[src/rtl/wb_master_ctrl.sv]
// wb_master_ctrl: Wishbone classic single-cycle initiator.
// Takes one read/write command on a valid/ready port and runs exactly one
// Wishbone cycle. Read data or an error status is returned on a
// valid/ready response port. Only one transaction is in flight at a time.
//
// Optional feature macro: WBM_TIMEOUT_EN
//   defined   : a BUS cycle with no ack/err is aborted after TIMEOUT_CYCLES
//               cycles with rsp_err_o=1 and rsp_dat_o=32'hFFFF_FFFF
//   undefined : no timeout counter; the bus cycle waits indefinitely
//
// Ports:
//   wb_clk_i, wb_rst_n_i             clock, async active-low reset
//   cmd_valid_i/cmd_ready_o          command handshake
//   cmd_we_i/adr_i/dat_i/sel_i       command fields
//   rsp_valid_o/rsp_ready_i          response handshake
//   rsp_dat_o, rsp_err_o             response fields
//   wbm_cyc_o/stb_o/we_o/sel_o/adr_o/dat_o   registered Wishbone outputs
//   wbm_dat_i, wbm_ack_i, wbm_err_i  Wishbone slave returns
//   busy_o                           FSM not idle
//
// state  | meaning
// S_IDLE | ready for a command
// S_BUS  | Wishbone cycle in progress (cyc/stb high)
// S_RESP | response held until rsp_ready_i

module wb_master_ctrl #(
  parameter int unsigned TIMEOUT_CYCLES = 255,
  parameter int unsigned TO_W           = 16
) (
  input  logic        wb_clk_i,
  input  logic        wb_rst_n_i,
  input  logic        cmd_valid_i,
  output logic        cmd_ready_o,
  input  logic        cmd_we_i,
  input  logic [31:0] cmd_adr_i,
  input  logic [31:0] cmd_dat_i,
  input  logic [3:0]  cmd_sel_i,
  output logic        rsp_valid_o,
  input  logic        rsp_ready_i,
  output logic [31:0] rsp_dat_o,
  output logic        rsp_err_o,
  output logic        wbm_cyc_o,
  output logic        wbm_stb_o,
  output logic        wbm_we_o,
  output logic [3:0]  wbm_sel_o,
  output logic [31:0] wbm_adr_o,
  output logic [31:0] wbm_dat_o,
  input  logic [31:0] wbm_dat_i,
  input  logic        wbm_ack_i,
  input  logic        wbm_err_i,
  output logic        busy_o
);

  if (TIMEOUT_CYCLES < 1 || TIMEOUT_CYCLES > 65535 ||
      (64'(1) << TO_W) <= 64'(TIMEOUT_CYCLES)) begin : g_param_chk
    $error("wb_master_ctrl: illegal TIMEOUT_CYCLES/TO_W combination");
  end

  typedef enum logic [1:0] {S_IDLE, S_BUS, S_RESP} state_t;

  state_t      r_state, w_state_nxt;
  logic        r_we;
  logic [3:0]  r_sel;
  logic [31:0] r_adr;
  logic [31:0] r_wdat;
  logic [31:0] r_rsp_dat, w_rsp_dat;
  logic        r_rsp_err, w_rsp_err;
  logic        w_to_exp;

`ifdef WBM_TIMEOUT_EN
  logic [TO_W-1:0] r_to_cnt;

  // Held at zero outside BUS, so it always starts from zero on entry.
  always_ff @(posedge wb_clk_i or negedge wb_rst_n_i) begin
    if (!wb_rst_n_i)           r_to_cnt <= '0;
    else if (r_state != S_BUS) r_to_cnt <= '0;
    else                       r_to_cnt <= r_to_cnt + 1'b1;
  end

  // Count k during the (k+1)th BUS cycle: expiry on the edge ending
  // the TIMEOUT_CYCLES-th cycle with cyc high.
  assign w_to_exp = (r_state == S_BUS) && (r_to_cnt == TO_W'(TIMEOUT_CYCLES - 1));
`else
  assign w_to_exp = 1'b0;
`endif

  always_ff @(posedge wb_clk_i or negedge wb_rst_n_i) begin
    if (!wb_rst_n_i) r_state <= S_IDLE;
    else             r_state <= w_state_nxt;
  end

  always_comb begin
    w_state_nxt = r_state;
    w_rsp_dat   = r_rsp_dat;
    w_rsp_err   = r_rsp_err;
    case (r_state)
      S_IDLE: if (cmd_valid_i) w_state_nxt = S_BUS;
      S_BUS: begin
        // err beats ack; a real termination beats a coincident timeout
        if (wbm_err_i) begin
          w_state_nxt = S_RESP;
          w_rsp_dat   = '0;
          w_rsp_err   = 1'b1;
        end else if (wbm_ack_i) begin
          w_state_nxt = S_RESP;
          w_rsp_dat   = r_we ? '0 : wbm_dat_i;
          w_rsp_err   = 1'b0;
        end else if (w_to_exp) begin
          w_state_nxt = S_RESP;
          w_rsp_dat   = 32'hFFFF_FFFF;
          w_rsp_err   = 1'b1;
        end
      end
      S_RESP:  if (rsp_ready_i) w_state_nxt = S_IDLE;
      default: w_state_nxt = S_IDLE;
    endcase
  end

  always_ff @(posedge wb_clk_i or negedge wb_rst_n_i) begin
    if (!wb_rst_n_i) begin
      r_we      <= 1'b0;
      r_sel     <= '0;
      r_adr     <= '0;
      r_wdat    <= '0;
      r_rsp_dat <= '0;
      r_rsp_err <= 1'b0;
    end else begin
      r_rsp_dat <= w_rsp_dat;
      r_rsp_err <= w_rsp_err;
      if (r_state == S_IDLE && cmd_valid_i) begin
        r_we   <= cmd_we_i;
        r_sel  <= cmd_sel_i;
        r_adr  <= cmd_adr_i;
        r_wdat <= cmd_we_i ? cmd_dat_i : '0;
      end
    end
  end

  assign cmd_ready_o = (r_state == S_IDLE);
  assign rsp_valid_o = (r_state == S_RESP);
  assign busy_o      = (r_state != S_IDLE);
  assign wbm_cyc_o   = (r_state == S_BUS);
  assign wbm_stb_o   = (r_state == S_BUS);
  assign wbm_we_o    = r_we;
  assign wbm_sel_o   = r_sel;
  assign wbm_adr_o   = r_adr;
  assign wbm_dat_o   = r_wdat;
  assign rsp_dat_o   = r_rsp_dat;
  assign rsp_err_o   = r_rsp_err;

endmodule

[config.mk]
export PLATFORM = sky130hd
export DESIGN_NAME = wb_master_ctrl
export DESIGN_NICKNAME = d
export VERILOG_FILES = /design/src/rtl/wb_master_ctrl.sv
export SDC_FILE = /design/constraint.sdc
export NUM_CORES = 1
export LEC_CHECK = 0
export CAP_MARGIN = 40
export CORE_MARGIN = 4
export CORE_UTILIZATION = 41
export CTS_CLUSTER_DIAMETER = 150
export DETAILED_ROUTE_END_ITERATION = 8
export MAX_ROUTING_LAYER = met4
export PLACE_DENSITY = 0.81
export SYNTH_ARGS = -nofsm -noshare
export SYNTH_HDL_FRONTEND = slang
export SYNTH_SLANG_ARGS = --single-unit
[constraint.sdc]
create_clock -name wb_clk_i -period 1.6 [get_ports wb_clk_i]
set_input_delay 0.24 -clock wb_clk_i [delete_from_list [all_inputs] [get_ports wb_clk_i]]
set_output_delay 0.24 -clock wb_clk_i [all_outputs]
set_load 0.01 [all_outputs]
==> results_dict.tcl, run 1 <==
set metrics [dict create \
    path_clk_slew_ns 0.10 \
    grt_pass1_wl_mm 18.6 \
    core_um2 10300 \
    drive_gt1_share_pct 13.3 \
    place.gp.congestion 0.789 \
    worst-setup-path-type "reg -> reg" \
    drv_slew 0 \
    io_buffers 213 \
    cts_inserted_buffers 9 \
    clock_latency_ns 0.35 \
    synthArstFlopShare_pct 100 \
    yosys.area.top_type "dfrtp_1" \
    vias 3360 \
    dpl-instance-area_um2 6710 \
    leakagePower_nw 3.11 \
    worst_ep_arrival_time_ns 1.85 \
    synth_cells 370 \
    final_util_pct 67.5 \
    fin_area_um2 6960 \
    dr.pass1.iters 4 \
    cpMaxStageDelayCell "dfrtp_1" \
    synth_cell_type_count 16 \
    worst_setup_path_start_kind "flop" \
    cts_buffer_depth 2 \
    yosys-top-cells-count "dfrtp_1, nand2_1, mux2_4, inv_1" \
    h-tree-depth 3 \
    num_rows 37 \
    p_sw_share_pct 32.7 \
    grt_max_degree 42 \
    worstPathRequired_ns 1.85 \
    reg2regPathDepth 5 \
    cts_tree "done" \
    synth.most_common_cell "dfrtp_1" \
    worst_path_largest_cell_delay_ns 0.42 \
    start_util_pct 42.1 \
    cts_sinks 104 \
    p_int_mw 8.34 \
    dieArea_um2 12300 \
    drt_iter0_markers 157 \
    synth_area_leaders "dfrtp_1, mux2_4, nand2_1, mux2i_1, o21ai_0" \
    cp_top_family "buffers and inverters" \
    grt.total_usage_pct 18.9 \
    p_sw_mw 4.06 \
    num-nets-final 695 \
    avgSynthCellArea_um2 11.7 \
    overflow 0 \
    cellPowerDensity_nw_per_um2 1780 \
    seqPwrFrac_pct 36.8 \
    die_height_um 111 \
    synth_top_cell_area_share_pct 59.9 \
    ant_nets 0 \
    reg2reg_from "r_state[0]" \
    slew_headroom_pct 71.3 \
    tightest_slew_ns 0.431 \
    grt_pass1_vias 3598 \
    setup_viol 0 \
    worstHoldPathType "in -> async" \
    synth_seq_cells 104 \
    path_buf_inv 3 \
    syn_nets 477 \
    antenna_found_initial 0 \
    drt-vias-per-instance 4.61 \
    hold_viol 0 \
    worst-path-max-fanout 41 \
    p_comb_share_pct 49.9 \
    crit_chain "buf_6 -> or3b_4 -> buf_12 -> buf_6 -> o21ai_0" \
    p_clk_share_pct 13.3 \
    area_delta_synth_final_pct 60.3 \
    ioPinCount 214 \
    dpl.hpwl_mm 8.67 \
    cts-root-buf "clkbuf_8" \
    num_antenna_cells 0 \
    status "completed" \
    reg2reg_setup_slack_ns 0.004 \
    wl_mm 11.3 \
    finClkSkew_ns 0.0121 \
    crit_start "r_state[0]" \
    synth_edf_count 0 \
    fp.dieW_um 111 \
    maxCapViolations 0 \
    synth_ff_type "dfrtp_1" \
    peakVddDrop_v 0.000928 \
    timing.final.crit_share_pct 99.8 \
    nFillCells 759 \
    critPathMostFrequentCell "buf_6" \
    end_kind "flop" \
    yosysSeqAreaShare_pct 59.9 \
    fin_crit_ns 1.60 \
    rr_endpoint "wbm_dat_o[18]" \
    max_freq_ghz 0.627 \
    wl_per_cell_um 15.5 \
    yosysWarnings 0 \
    grt_setup_unrepaired "true" \
    drc 0 \
    syn_area_um2 4340 \
]
metal layers:
metal / track usage [%] / part of all wire [%] / up-vias
li1: - / - / 1605
met1: 22.9 / 41 / 1606
met2: 32.0 / 51 / 132
met3: 4.37 / 6.0 / 17
met4: 5.01 / 1.8 / 0
met5: - / 0 / -
power groups by stage:
stage	clock network, mW	registers, mW	logic, mW
after floorplan	0	5.05	2.17
after global placement	0	4.55	5.98
after detailed placement	0	4.56	6.17
after CTS	1.70	4.56	6.18
after global routing	1.80	4.71	6.58
final	1.65	4.56	6.19
area by class of cell:
cell class	instances	area, µm²	share of cell area, %
Clock buffer	9	124	1.78
Clock inverter	7	77.6	1.11
Inverter	34	128	1.83
Multi-Input combinational cell	209	1480	21.2
Sequential cell	104	2600	37.4
Tap cell	136	170	2.44
Timing Repair Buffer	230	2390	34.3
state kept, by name (all words and copies together) (netlist names):
register	count
wbm_sel_o	4
wbm_adr_o	32
rsp_dat_o	32
r_state	2
rsp_err_o	1
wbm_we_o	1
wbm_dat_o	32
worst max-delay path by stage:
stage                         end  depth (start not counted)
CTS                 wbm_adr_o[15]                          4
finish              wbm_dat_o[18]                          5
detailed placement  wbm_dat_o[12]                          5
global placement     wbm_dat_o[5]                          6
global route         wbm_dat_o[4]                          6
floorplan            wbm_adr_o[0]                          4
worst register-to-register path: stages, from the launching register on:
cell and delay, ns:
dfrtp_1 0.42, buf_6 0.13, or3b_4 0.40, buf_12 0.20
buf_6 0.17, o21ai_0 0.18
through the flow:
stage	hold WS, ns	power (mW)	setup WS (ns)	std cells	setup TNS, ns
floorplan	-0.0556	7.22	0.122	370	0
global placement	0.205	10.5	-0.152	709	-7.47
detailed placement	0.212	10.7	-0.181	709	-7.74
CTS	0.359	12.4	0.0118	727	0
global route	0.403	13.1	-0.0594	729	-0.634
finish	0.366	12.4	0.00385	729	0
cells in the final DEF, fill, tap and decap left out:
cell type | netlist | routed
or3b_4 | 1 | 1
clkinv_4 | 0 | 1
nor2b_4 | 0 | 1
inv_6 | 0 | 3
a21o_1 | 1 | 1
buf_4 | 2 | 4
dfrtp_1 | 104 | 104
o21ai_0 | 32 | 21
dlymetal6s2s_1 | 0 | 1
nand2_2 | 0 | 1
bufinv_16 | 0 | 1
clkbuf_2 | 0 | 1
mux2_4 | 35 | 35
nor2b_1 | 3 | 2
nand2_1 | 99 | 98
o21ai_1 | 0 | 11
nor2_2 | 0 | 1
clkbuf_8 | 0 | 9
or2_4 | 0 | 1
mux2i_1 | 32 | 32
clkinvlp_4 | 0 | 1
inv_2 | 0 | 1
clkdlybuf4s15_1 | 0 | 2
dlygate4sd3_1 | 0 | 1
clkdlybuf4s50_1 | 0 | 206
buf_12 | 0 | 9
buf_6 | 8 | 6
mux2_2 | 2 | 2
inv_1 | 34 | 33
a22o_1 | 1 | 1
clkinv_2 | 0 | 1
nor2_1 | 2 | 1
timing repair:
action / 4_1_cts / 5_1_grt
hold buffers: 1 / 0
pin swaps: 1 / 1
gates resized for setup: 14 / 22
setup endpoints to repair: 5 / 59
setup buffers: 1 / 2
hold endpoints to repair: 30 / 0
kinds of logic (layout without fill, tap and decap cells):
logic type	after synthesis	count (layout)	share of synthesized area, %
simple gates	106	106	9.56
buf+inv	57	280	6.48
mux	69	69	20.0
flops	104	104	59.9
compound gates	34	34	4.06
No activity file was read; power rests on OpenSTA's default activity.
==> inputs of run 2 (changes only) <==
- CORE_UTILIZATION: 41 -> 42
- CTS_BUF_LIST: not set -> sky130_fd_sc_hd__clkbuf_8
- PLACE_DENSITY: 0.81 -> 0.83
==> run 2 against run 1 <==
  * Clock power increased by 4%
  * Register-to-register slack got worse by 0.11 ns
  * The flow now finishes with violations (setup timing)
  * Global-route usage increased by 0.67 points
  * Critical path depth unchanged
  * Die area decreased by 2.2%
  * Largest cell class is now non-clock buffers
==> results_dict.tcl, run 2 (synthesized netlist as in run 1, its figures left out) <==
set metrics [dict create \
    grt.total_usage_pct 19.6 \
    routed.top_layer "met4" \
    dieArea_um2 12000 \
    vias 3496 \
    start_util_pct 43.8 \
    grt_setup_unrepaired "true" \
    end_kind "flop" \
    crit_chain "buf_6 -> buf_6 -> or3b_4 -> clkbuf_16 -> mux2_4" \
    fp.dieW_um 110 \
    nFillCells 681 \
    grt_pass1_vias 3591 \
    io_buffers 213 \
    setup_viol 61 \
    place.gp.congestion 0.748 \
    crit_start "r_state[0]" \
    max_freq_ghz 0.586 \
    area_delta_synth_final_pct 68.2 \
    antenna_found_initial 0 \
    worstPathRequired_ns 1.85 \
    fin_crit_ns 1.71 \
    final_common_cell "clkdlybuf4s50_1" \
    route.met2.wl_mm 6.82 \
    worst_setup_path_start_kind "flop" \
    failed_checks "setup timing" \
    cp-endpoint "wbm_adr_o[2]" \
    drc 0 \
    hold_ws_ns 0.424 \
    cellPowerDensity_nw_per_um2 1810 \
    wl_per_cell_um 17.5 \
    ioPinCount 214 \
    met3_wirelength_um 768 \
    tightest_slew_ns 0.553 \
    final_cell_mix "clkdlybuf4s50_1, dfrtp_1, nand2_1, mux2_4, inv_1" \
    overflow 0 \
    num_antenna_cells 0 \
    finClkSkew_ns 0.0164 \
    path_clk_slew_ns 0.11 \
    reg2reg_setup_slack_ns -0.11 \
    cts_sinks 104 \
    die_height_um 110 \
    rr_endpoint "wbm_adr_o[2]" \
    fin_ws_ns -0.108 \
    reg2regPathDepth 5 \
    drv_slew 0 \
    cpMaxStageDelayCell "or3b_4" \
    leakagePower_nw 3.31 \
    ant_nets 0 \
    worst-path-max-fanout 8 \
    hold_viol 0 \
    clock_latency_ns 0.36 \
    dpl.hpwl_mm 8.68 \
    drt_iter0_markers 152 \
    peakVddDrop_v 0.00109 \
    dr.pass1.iters 5 \
    num-nets-final 709 \
    worst_path_largest_cell_delay_ns 0.48 \
    critPathMostFrequentCell "buf_6" \
    drive_gt1_share_pct 19.6 \
    wl_met1_mm 5.06 \
    worst-setup-path-type "reg -> reg" \
    fin_setup_tns_ns -3.29 \
    drt-vias-per-instance 4.72 \
    core_um2 9910 \
    cts_buffer_depth 2 \
    cts_tree "done" \
    wl_mm 12.9 \
    reg2reg_from "r_state[0]" \
    num_rows 36 \
    h-tree-depth 3 \
    grt_pass1_wl_mm 17.8 \
    worstHoldPathType "in -> reg" \
    worst_ep_arrival_time_ns 1.96 \
    status "finished, violations left" \
    cts_inserted_buffers 9 \
    cts-root-buf "clkbuf_8" \
    timing.final.crit_share_pct 107 \
    slew_headroom_pct 63.1 \
    grt_max_degree 105 \
    maxCapViolations 0 \
]
## run 2: per-layer routing
metal  up-vias  track usage (%)
li1       1650                -
met1      1669             23.2
met2       155             33.7
met3        22             3.58
met4         0             6.68
met5         -                -
## run 2: what timing repair did
action,4_1_cts,5_1_grt
cloned,0,11
buffers inserted,2,4
gates resized for setup,16,73
endpoints found under the setup margin,5,58
pin swaps,1,13
hold buffers,1,0
endpoints found under the hold margin,104,0
## run 2: how the worst min path moves through the flow
stage          cells after the start            end  slack [ns]          start
3_5_place_dp                       2   wbm_adr_o[9]        0.35     wb_rst_n_i
4_1_cts                            3  rsp_dat_o[30]        0.41  wbm_dat_i[30]
6_report                           3  wbm_dat_o[30]        0.42  cmd_dat_i[30]
3_3_place_gp                       2   wbm_adr_o[5]        0.35     wb_rst_n_i
2_1_floorplan                      0     r_state[0]       -0.06     wb_rst_n_i
5_1_grt                            3   wbm_dat_o[4]        0.42   cmd_dat_i[4]
## run 2: critical path, delay by kind of cell (launching register included)
kind / cells / cell delay, ns
buf+inv: 3 / 0.44
flops: 1 / 0.40
mux: 1 / 0.30
simple gates: 1 / 0.48
## run 2: per-stage QoR
stage	instance area [µm²]	utilization, %	power (mW)	setup WS (ns)	cells
floorplan	4340	-	7.22	0.122	370
global placement	6690	67.6	10.6	-0.164	706
detailed placement	6690	67.6	10.7	-0.192	706
CTS	6920	69.8	12.5	-0.104	725
global route	7310	73.7	13.9	-0.134	740
finish	7310	73.7	13.2	-0.108	740
## run 2: layout make-up
type / instances / area [µm²] / share of cell area, %
repair buffers: 243 / 2620 / 35.8
flip-flops and latches: 104 / 2600 / 35.6
multi-input cells: 210 / 1580 / 21.6
well taps: 133 / 166 / 2.28
inverters: 34 / 128 / 1.75
clock buffers: 9 / 124 / 1.70
clock inverters: 7 / 86.3 / 1.18
## run 2: power breakdown
part	internal [mW]	switching, mW
Combinational	4.18	2.70
Clock	0.757	0.952
Sequential	3.82	0.792
Total	8.76	4.44
